<file path="src/rtl/csr_reg.sv">
// Machine-mode CSR register file. Owns mstatus, mie, mtvec, mscratch, mepc,
// mcause and the free-running cycle counter. It serves two read/write ports:
// one for the execute stage and one for the interrupt controller (clint).
module csr_reg #(
  parameter int unsigned CYCLE_W = 64
) (
  input  logic        clk,
  input  logic        rst,
  input  logic        we_i,
  input  logic [31:0] raddr_i,
  input  logic [31:0] waddr_i,
  input  logic [31:0] data_i,
  output logic [31:0] data_o,
  input  logic        clint_we_i,
  input  logic [31:0] clint_raddr_i,
  input  logic [31:0] clint_waddr_i,
  input  logic [31:0] clint_data_i,
  output logic [31:0] clint_data_o,
  output logic [31:0] clint_csr_mtvec,
  output logic [31:0] clint_csr_mepc,
  output logic [31:0] clint_csr_mstatus,
  output logic        global_int_en_o
);

  localparam int unsigned XLEN   = 32;
  localparam int unsigned ADDR_W = 12;
  localparam int unsigned MIE_BIT = 3;

  localparam logic [ADDR_W-1:0] A_MSTATUS  = 12'h300;
  localparam logic [ADDR_W-1:0] A_MIE      = 12'h304;
  localparam logic [ADDR_W-1:0] A_MTVEC    = 12'h305;
  localparam logic [ADDR_W-1:0] A_MSCRATCH = 12'h340;
  localparam logic [ADDR_W-1:0] A_MEPC     = 12'h341;
  localparam logic [ADDR_W-1:0] A_MCAUSE   = 12'h342;
  localparam logic [ADDR_W-1:0] A_MCYCLE   = 12'hB00;
  localparam logic [ADDR_W-1:0] A_MCYCLEH  = 12'hB80;
  localparam logic [ADDR_W-1:0] A_CYCLE    = 12'hC00;
  localparam logic [ADDR_W-1:0] A_CYCLEH   = 12'hC80;

  logic [XLEN-1:0]    mstatus_q;
  logic [XLEN-1:0]    mie_q;
  logic [XLEN-1:0]    mtvec_q;
  logic [XLEN-1:0]    mscratch_q;
  logic [XLEN-1:0]    mepc_q;
  logic [XLEN-1:0]    mcause_q;
  logic [CYCLE_W-1:0] cycle_q;
  logic [CYCLE_W-1:0] cycle_inc;

  logic               wr_en;
  logic [ADDR_W-1:0]  wr_addr;
  logic [XLEN-1:0]    wr_data;

  logic [ADDR_W-1:0]  ex_raddr;
  logic [ADDR_W-1:0]  ex_waddr;
  logic [ADDR_W-1:0]  cl_raddr;
  logic [ADDR_W-1:0]  cl_waddr;

  // Only the low 12 address bits select a CSR; the rest are don't-care.
  logic unused_addr_bits;
  assign unused_addr_bits = ^{raddr_i[31:ADDR_W], waddr_i[31:ADDR_W],
                              clint_raddr_i[31:ADDR_W], clint_waddr_i[31:ADDR_W]};

  assign ex_raddr = raddr_i[ADDR_W-1:0];
  assign ex_waddr = waddr_i[ADDR_W-1:0];
  assign cl_raddr = clint_raddr_i[ADDR_W-1:0];
  assign cl_waddr = clint_waddr_i[ADDR_W-1:0];

  // True for addresses that accept writes (read-only aliases excluded).
  function automatic logic writable(input logic [ADDR_W-1:0] a);
    logic ok;
    ok = 1'b0;
    case (a)
      A_MSTATUS, A_MIE, A_MTVEC, A_MSCRATCH,
      A_MEPC, A_MCAUSE, A_MCYCLE, A_MCYCLEH: ok = 1'b1;
      default:                               ok = 1'b0;
    endcase
    return ok;
  endfunction

  // Register read decode; unmapped addresses read as zero.
  function automatic logic [XLEN-1:0] decode(input logic [ADDR_W-1:0] a);
    logic [XLEN-1:0] r;
    r = '0;
    case (a)
      A_MSTATUS:          r = mstatus_q;
      A_MIE:              r = mie_q;
      A_MTVEC:            r = mtvec_q;
      A_MSCRATCH:         r = mscratch_q;
      A_MEPC:             r = mepc_q;
      A_MCAUSE:           r = mcause_q;
      A_MCYCLE, A_CYCLE:  r = cycle_q[XLEN-1:0];
      A_MCYCLEH, A_CYCLEH: r = XLEN'(cycle_q[CYCLE_W-1:XLEN]);
      default:            r = '0;
    endcase
    return r;
  endfunction

  // Write arbitration: the execute stage always wins over clint.
  always_comb begin
    wr_en   = 1'b0;
    wr_addr = '0;
    wr_data = '0;
    if (we_i) begin
      wr_en   = 1'b1;
      wr_addr = ex_waddr;
      wr_data = data_i;
    end else if (clint_we_i) begin
      wr_en   = 1'b1;
      wr_addr = cl_waddr;
      wr_data = clint_data_i;
    end
  end

  assign cycle_inc = cycle_q + CYCLE_W'(1);

  // CSR state update; a counter-half write overrides that half of the increment.
  always_ff @(posedge clk or posedge rst) begin
    if (rst) begin
      mstatus_q  <= '0;
      mie_q      <= '0;
      mtvec_q    <= '0;
      mscratch_q <= '0;
      mepc_q     <= '0;
      mcause_q   <= '0;
      cycle_q    <= '0;
    end else begin
      cycle_q <= cycle_inc;
      if (wr_en) begin
        case (wr_addr)
          A_MSTATUS:  mstatus_q  <= wr_data;
          A_MIE:      mie_q      <= wr_data;
          A_MTVEC:    mtvec_q    <= wr_data;
          A_MSCRATCH: mscratch_q <= wr_data;
          A_MEPC:     mepc_q     <= wr_data;
          A_MCAUSE:   mcause_q   <= wr_data;
          A_MCYCLE:   cycle_q    <= {cycle_inc[CYCLE_W-1:XLEN], wr_data};
          A_MCYCLEH:  cycle_q    <= {wr_data, cycle_inc[XLEN-1:0]};
          default: ;
        endcase
      end
    end
  end

  // Execute-port read with same-cycle write bypass.
  always_comb begin
    data_o = decode(ex_raddr);
    if (we_i && (ex_waddr == ex_raddr) && writable(ex_waddr)) begin
      data_o = data_i;
    end
  end

  // Clint-port read with same-cycle write bypass.
  always_comb begin
    clint_data_o = decode(cl_raddr);
    if (clint_we_i && (cl_waddr == cl_raddr) && writable(cl_waddr)) begin
      clint_data_o = clint_data_i;
    end
  end

  assign clint_csr_mtvec   = mtvec_q;
  assign clint_csr_mepc    = mepc_q;
  assign clint_csr_mstatus = mstatus_q;
  assign global_int_en_o   = mstatus_q[MIE_BIT];

endmodule

</file>
<file path="config.mk">
export PLATFORM = sky130hd
export DESIGN_NAME = csr_reg
export DESIGN_NICKNAME = d
export VERILOG_FILES = /design/src/rtl/csr_reg.sv
export SDC_FILE = /design/constraint.sdc
export NUM_CORES = 1
export LEC_CHECK = 0
export ABC_AREA = 1
export BUFFER_PORTS_ARGS = -buffer_cell sky130_fd_sc_hd__buf_2
export CELL_PAD_IN_SITES_DETAIL_PLACEMENT = 1
export CELL_PAD_IN_SITES_GLOBAL_PLACEMENT = 1
export CORE_ASPECT_RATIO = 0.5
export CORE_UTILIZATION = 34
export DETAILED_ROUTE_END_ITERATION = 10
export HOLD_SLACK_MARGIN = 0.05
export PLACE_DENSITY_LB_ADDON = 0.1
export SYNTH_ARGS = -nofsm -noshare
export SYNTH_HDL_FRONTEND = slang
export SYNTH_SLANG_ARGS = --single-unit
</file>
<file path="constraint.sdc">
create_clock -name clk -period 17.25 [get_ports clk]
set_input_delay 3.45 -clock clk [delete_from_list [all_inputs] [get_ports clk]]
set_output_delay 3.45 -clock clk [all_outputs]
set_load 0.1 [all_outputs]
</file>
======== Yosys cells after proc, flatten, opt, wreduce, memory -nomap -nowiden ========
Index checks and enable logic that the tools add are counted.
word-level totals
  register bits ........................... 256
  bits of input ports ..................... 196
  logic and storage cells ................. 84
cells by class
  $add $sub $neg .......................... 1
  equality and inequality tests ........... 46
  muxes and demuxes ....................... 14
  reductions and logical operators ........ 16
operator list
  cell                                                                     count
  32-bit case mux with 8 select lines                                      2
  12-bit by 10-bit equality test with 1-bit output, second input constant  30
  12-bit equality test, second input constant                              14
  32-bit 2-to-1 mux                                                        4
  64-bit case mux with 2 select lines                                      1
  64-bit by 1-bit adder with 64-bit output, second input constant          1
  64-bit 2-to-1 mux                                                        1
  12-bit equality test                                                     2
  12-bit 2-to-1 mux                                                        2
  8-bit OR reduction                                                       2
  2-bit AND reduction                                                      6
  2-bit OR reduction                                                       4
  1-bit logical AND                                                        4
  1-bit 2-to-1 mux                                                         4

======== Depth between registers and ports, before layout ========
  word-level depth ........................ 5
  mapped depth ............................ 13
  mapped depth without buffers ............ 12

======== Worst setup path after synthesis ========
Ideal clock, no wire load.
  path type ............................... input port to output port
  from .................................... input clint_raddr_i[11]
  to ...................................... output clint_data_o[5]
  arrival time ............................ 5.273 ns
  required time ........................... 13.800 ns
  slack ................................... 8.527 ns
  stages .................................. 12
  path buffers ............................ 3
  cells stage by stage .................... inv_1 > nand2_1 > nor2_1 > buf_4 > buf_2 > buf_2 > nand3_1 > o21ai_0 > inv_1 > nand3_1 > nand2_1 > nand2_1
between the ends
  longest elaborated chain between the ends .. 4
  elaborated cells between the ends (all ways) .. 17
RTL lines
  what                                                                             RTL line  source
  start: declaration                                                               15        input logic [31:0] clint_raddr_i,
  12-bit equality test (on tied branches)                                          84, 155
  2-bit OR reduction / 1-bit logical AND (equally long branches)                   84, 155
  32-bit case mux with 8 select lines / 1-bit logical AND (equally long branches)  84, 155
  32-bit 2-to-1 mux *                                                              155       if (clint_we_i && (cl_waddr == cl_raddr) && writable(cl_waddr)) begin
  end: declaration                                                                 18        output logic [31:0] clint_data_o,
Mark *: on every way between the ends. The rest lies on a longest branch, timed or not.

======== Final worst setup path ========
  from .................................... input raddr_i[0]
  to ...................................... output data_o[12]
between the ends
  longest elaborated chain between the ends .. 4
  elaborated cells between the ends (all ways) .. 17
RTL lines
  what                                                                             RTL line  source
  start: declaration                                                               10        input logic [31:0] raddr_i,
  12-bit equality test (on tied branches)                                          84, 147
  2-bit OR reduction / 1-bit logical AND (equally long branches)                   84, 147
  32-bit case mux with 8 select lines / 1-bit logical AND (equally long branches)  84, 147
  32-bit 2-to-1 mux *                                                              147       if (we_i && (ex_waddr == ex_raddr) && writable(ex_waddr)) begin
  end: declaration                                                                 13        output logic [31:0] data_o,
Marked as above.

==> out/summary.txt <==
Status -> completed
Hold Vio Cnt, Final -> 0
Clock-pin transition on the worst setup and hold timing paths -> 60 ps
Switching share of power -> 33.52%
Crit-path cells -> buf_2 -> nor2_4 -> nand2_1 -> nor2_4 -> buf_4 -> nand3_1 -> nand3_1 -> nor2_1 -> nor2_4 -> nand2_1 -> nand2_1 -> buf_2
# hold bufs at CTS -> 0
Power share of the sequential group -> 41.4%
GPL Wtd Cong -> 1.030
Core area -> 53980 µm²
Setup crit end kind -> output pin
Int Power -> 1.075 mW
CP delay by family, top -> simple AND/OR/NAND/NOR gates
Die ar. -> 55840 µm²
Die Width -> 333.2 µm
Final Non-Filler Cells -> 3975
Combinational power share -> 17.0%
Crit-path max cell delay -> 810 ps
Area leader, netlist -> dfrtp_1
Syn nets -> 3228
Die Y -> 167.6 µm
Worst-case hold slack -> 491.5 ps
Max-slew headroom -> 16.93%
Top post-synthesis cells by area -> dfrtp_1, nand2_1, nand3_1
Placement Rows -> 60
GRT Total Usage -> 38.31%
Slew Limit Fails -> 0
Initial core utilization -> 34.54%
Post-Route WL -> 108.5 mm
Syn-to-layout area delta -> 16.76%
Placed Cells -> 3923
Clk pwr share -> 41.6%
Largest net degree at the start of global routing -> 96
Tot Pwr -> 1.616 mW
Syn Std Cell Area -> 18650 µm²
Sw Pwr -> 0.5418 mW
Worst-skew pair later-pin latency -> 600 ps
Clock tree buffer depth -> 3
CTS tree -> yes
PD cells -> 74.24 nW/µm²
Detailed Route Iter0 Violations -> 2598
Root buf cell -> clkbuf_16
DRT antenna net count -> 0
CP Launch Type -> input port
Nets -> 3437
HP Class -> reg2reg
CP arrival -> 8370 ps
Per-cell routed wire length -> 27.30 µm
DRC -> 0
Initial antenna violation count -> 6
Syn Inst Count -> 3031
Setup TNS -> 0 ps
Max rail drop VDD -> 85.06 µV
Syn. warnings -> 0
Resized Gates After CTS -> 0
Dpl hpwl -> 77.45 mm
I/O Buffers -> 276
Fin crit period -> 11820 ps
Main synth FF type -> dfrtp_1
Synthesized area per cell -> 6.152 µm²
Final core occ -> 40.33%
Standby leakage power -> 10.90 nW
# clock sinks -> 256
Sequential fraction of the synthesis area -> 34.36%
Max-cap viol count -> 0
Crit path buf inv count -> 3
Async SR Flop Fraction -> 100.0%
Gr ovfl total -> 0
Via count -> 23080
RSZ-0062 raised after global routing -> false
Synthesized flop and latch total -> 256
EDFF count, synth -> 0
Initial DRT Pass Iterations -> 5
Share of the synthesized area in the top cell type -> 34.36%
Drt via density -> 5.807
CTS buffer count -> 28
Ports -> 357
Max Freq -> 84.62 MHz
CP required -> 13800 ps
Setup Buffers After CTS -> 0
Global-route wire length before repair -> 156.7 mm
Most common cell in the netlist -> nand2_1
Via count of the first global-routing pass -> 22380
H-tree depth -> 1
Crit Path Class -> in2out
Synth unique cells -> 37
Worst-Margin Slew -> 1245 ps
Commonest cells post-synth -> nand2_1, nand3_1, nor2_1
Layout cells sized above 1 -> 13.10%
Finish-stage setup viols -> 0
Final Cycle Share -> 68.51%
Slowest-stage cell, CP -> nor2_4
Crit path max fanout -> 32
Max Clock Skew -> 15.19 ps
worst paths after layout:
check,start,end,cells after the start,slack [ps]
setup / recovery,raddr_i[0],data_o[12],12,5430
max in group asynchronous,rst,mscratch_q[4],4,12210
hold reg to reg,mie_q[8],mie_q[8],2,490
min in group asynchronous,rst,clint_csr_mtvec[22],2,2960
hold / removal,mie_q[8],mie_q[8],2,490
setup reg to reg,cycle_q[0],cycle_q[58],12,14010
state kept, by name, summed over array words and instances (netlist names):
name               cells
cycle_q               64
mscratch_q            32
clint_csr_mtvec       32
mie_q                 32
mcause_q              32
clint_csr_mstatus     32
clint_csr_mepc        32
power groups by stage:
stage	sequential, mW	clock (mW)	combinational, mW
after global placement	0.676	0	0.267
after floorplan	0.723	0	0.114
after CTS	0.666	0.677	0.271
after detailed placement	0.677	0	0.270
after global routing	0.672	0.699	0.295
final	0.668	0.672	0.275
worst reg2reg max path: cells and delay by family, from the launching register on:
kind,cells,cell delay [ps]
and+or+nand+nor,10,2130
buffers and inverters,1,250
DFF,1,490
adders and majority gates,1,250
cell families after synthesis:
group	share of synthesized area, %
fa+ha+maj	0.06709
buf+inv	9.401
compound gates	9.059
xor+xnor	1.738
flops	34.36
simple gates	45.38
per-stage QoR:
| stage | setup slack, ps | instance area [µm²] |
|---|---|---|
| finish | 5432 | 21770 |
| global route | 5340 | 21760 |
| CTS | 5652 | 21760 |
| detailed placement | 5658 | 20770 |
| global placement | 5756 | 20770 |
| floorplan | 6758 | 18650 |
area by class of cell:
| type | count | area, µm² |
|---|---|---|
| clock buffers | 46 | 919.6 |
| diodes | 2 | 5.005 |
| multi-input cells | 2342 | 10620 |
| flip-flops and latches | 256 | 6406 |
| repair buffers | 329 | 1792 |
| well taps | 713 | 892.1 |
| fillers | 7277 | 32210 |
| inverters | 283 | 1070 |
| clock inverters | 4 | 70.07 |
layout by cell type, fill, tap and decap left out, drive strengths merged:
master  synthesis  final
nand2         983    983
nand3         453    453
nor2          431    431
buf            86    329
inv           282    282
o21ai         273    273
dfrtp         256    256
nand4          98     98
clkbuf         64     46
a22oi          33     33
xor2           32     32
nor3           16     16
o22ai           7      7
xnor2           5      5
and2            3      3
clkinv          1      3
diode           0      2
nand3b          2      2
bufinv          0      2
a21oi           2      2
a21boi          1      1
a31oi           1      1
and3            1      1
ha              1      1
per-layer routing:
layer	vias to the layer above	global-route usage [%]	share of wire [%]
li1	10210	-	-
met3	158	10.82	12
met2	1224	51.02	38
met5	-	0	0.064
met1	11490	59.35	48
met4	8	8.716	2.5
No activity file was read; power rests on OpenSTA's default activity.
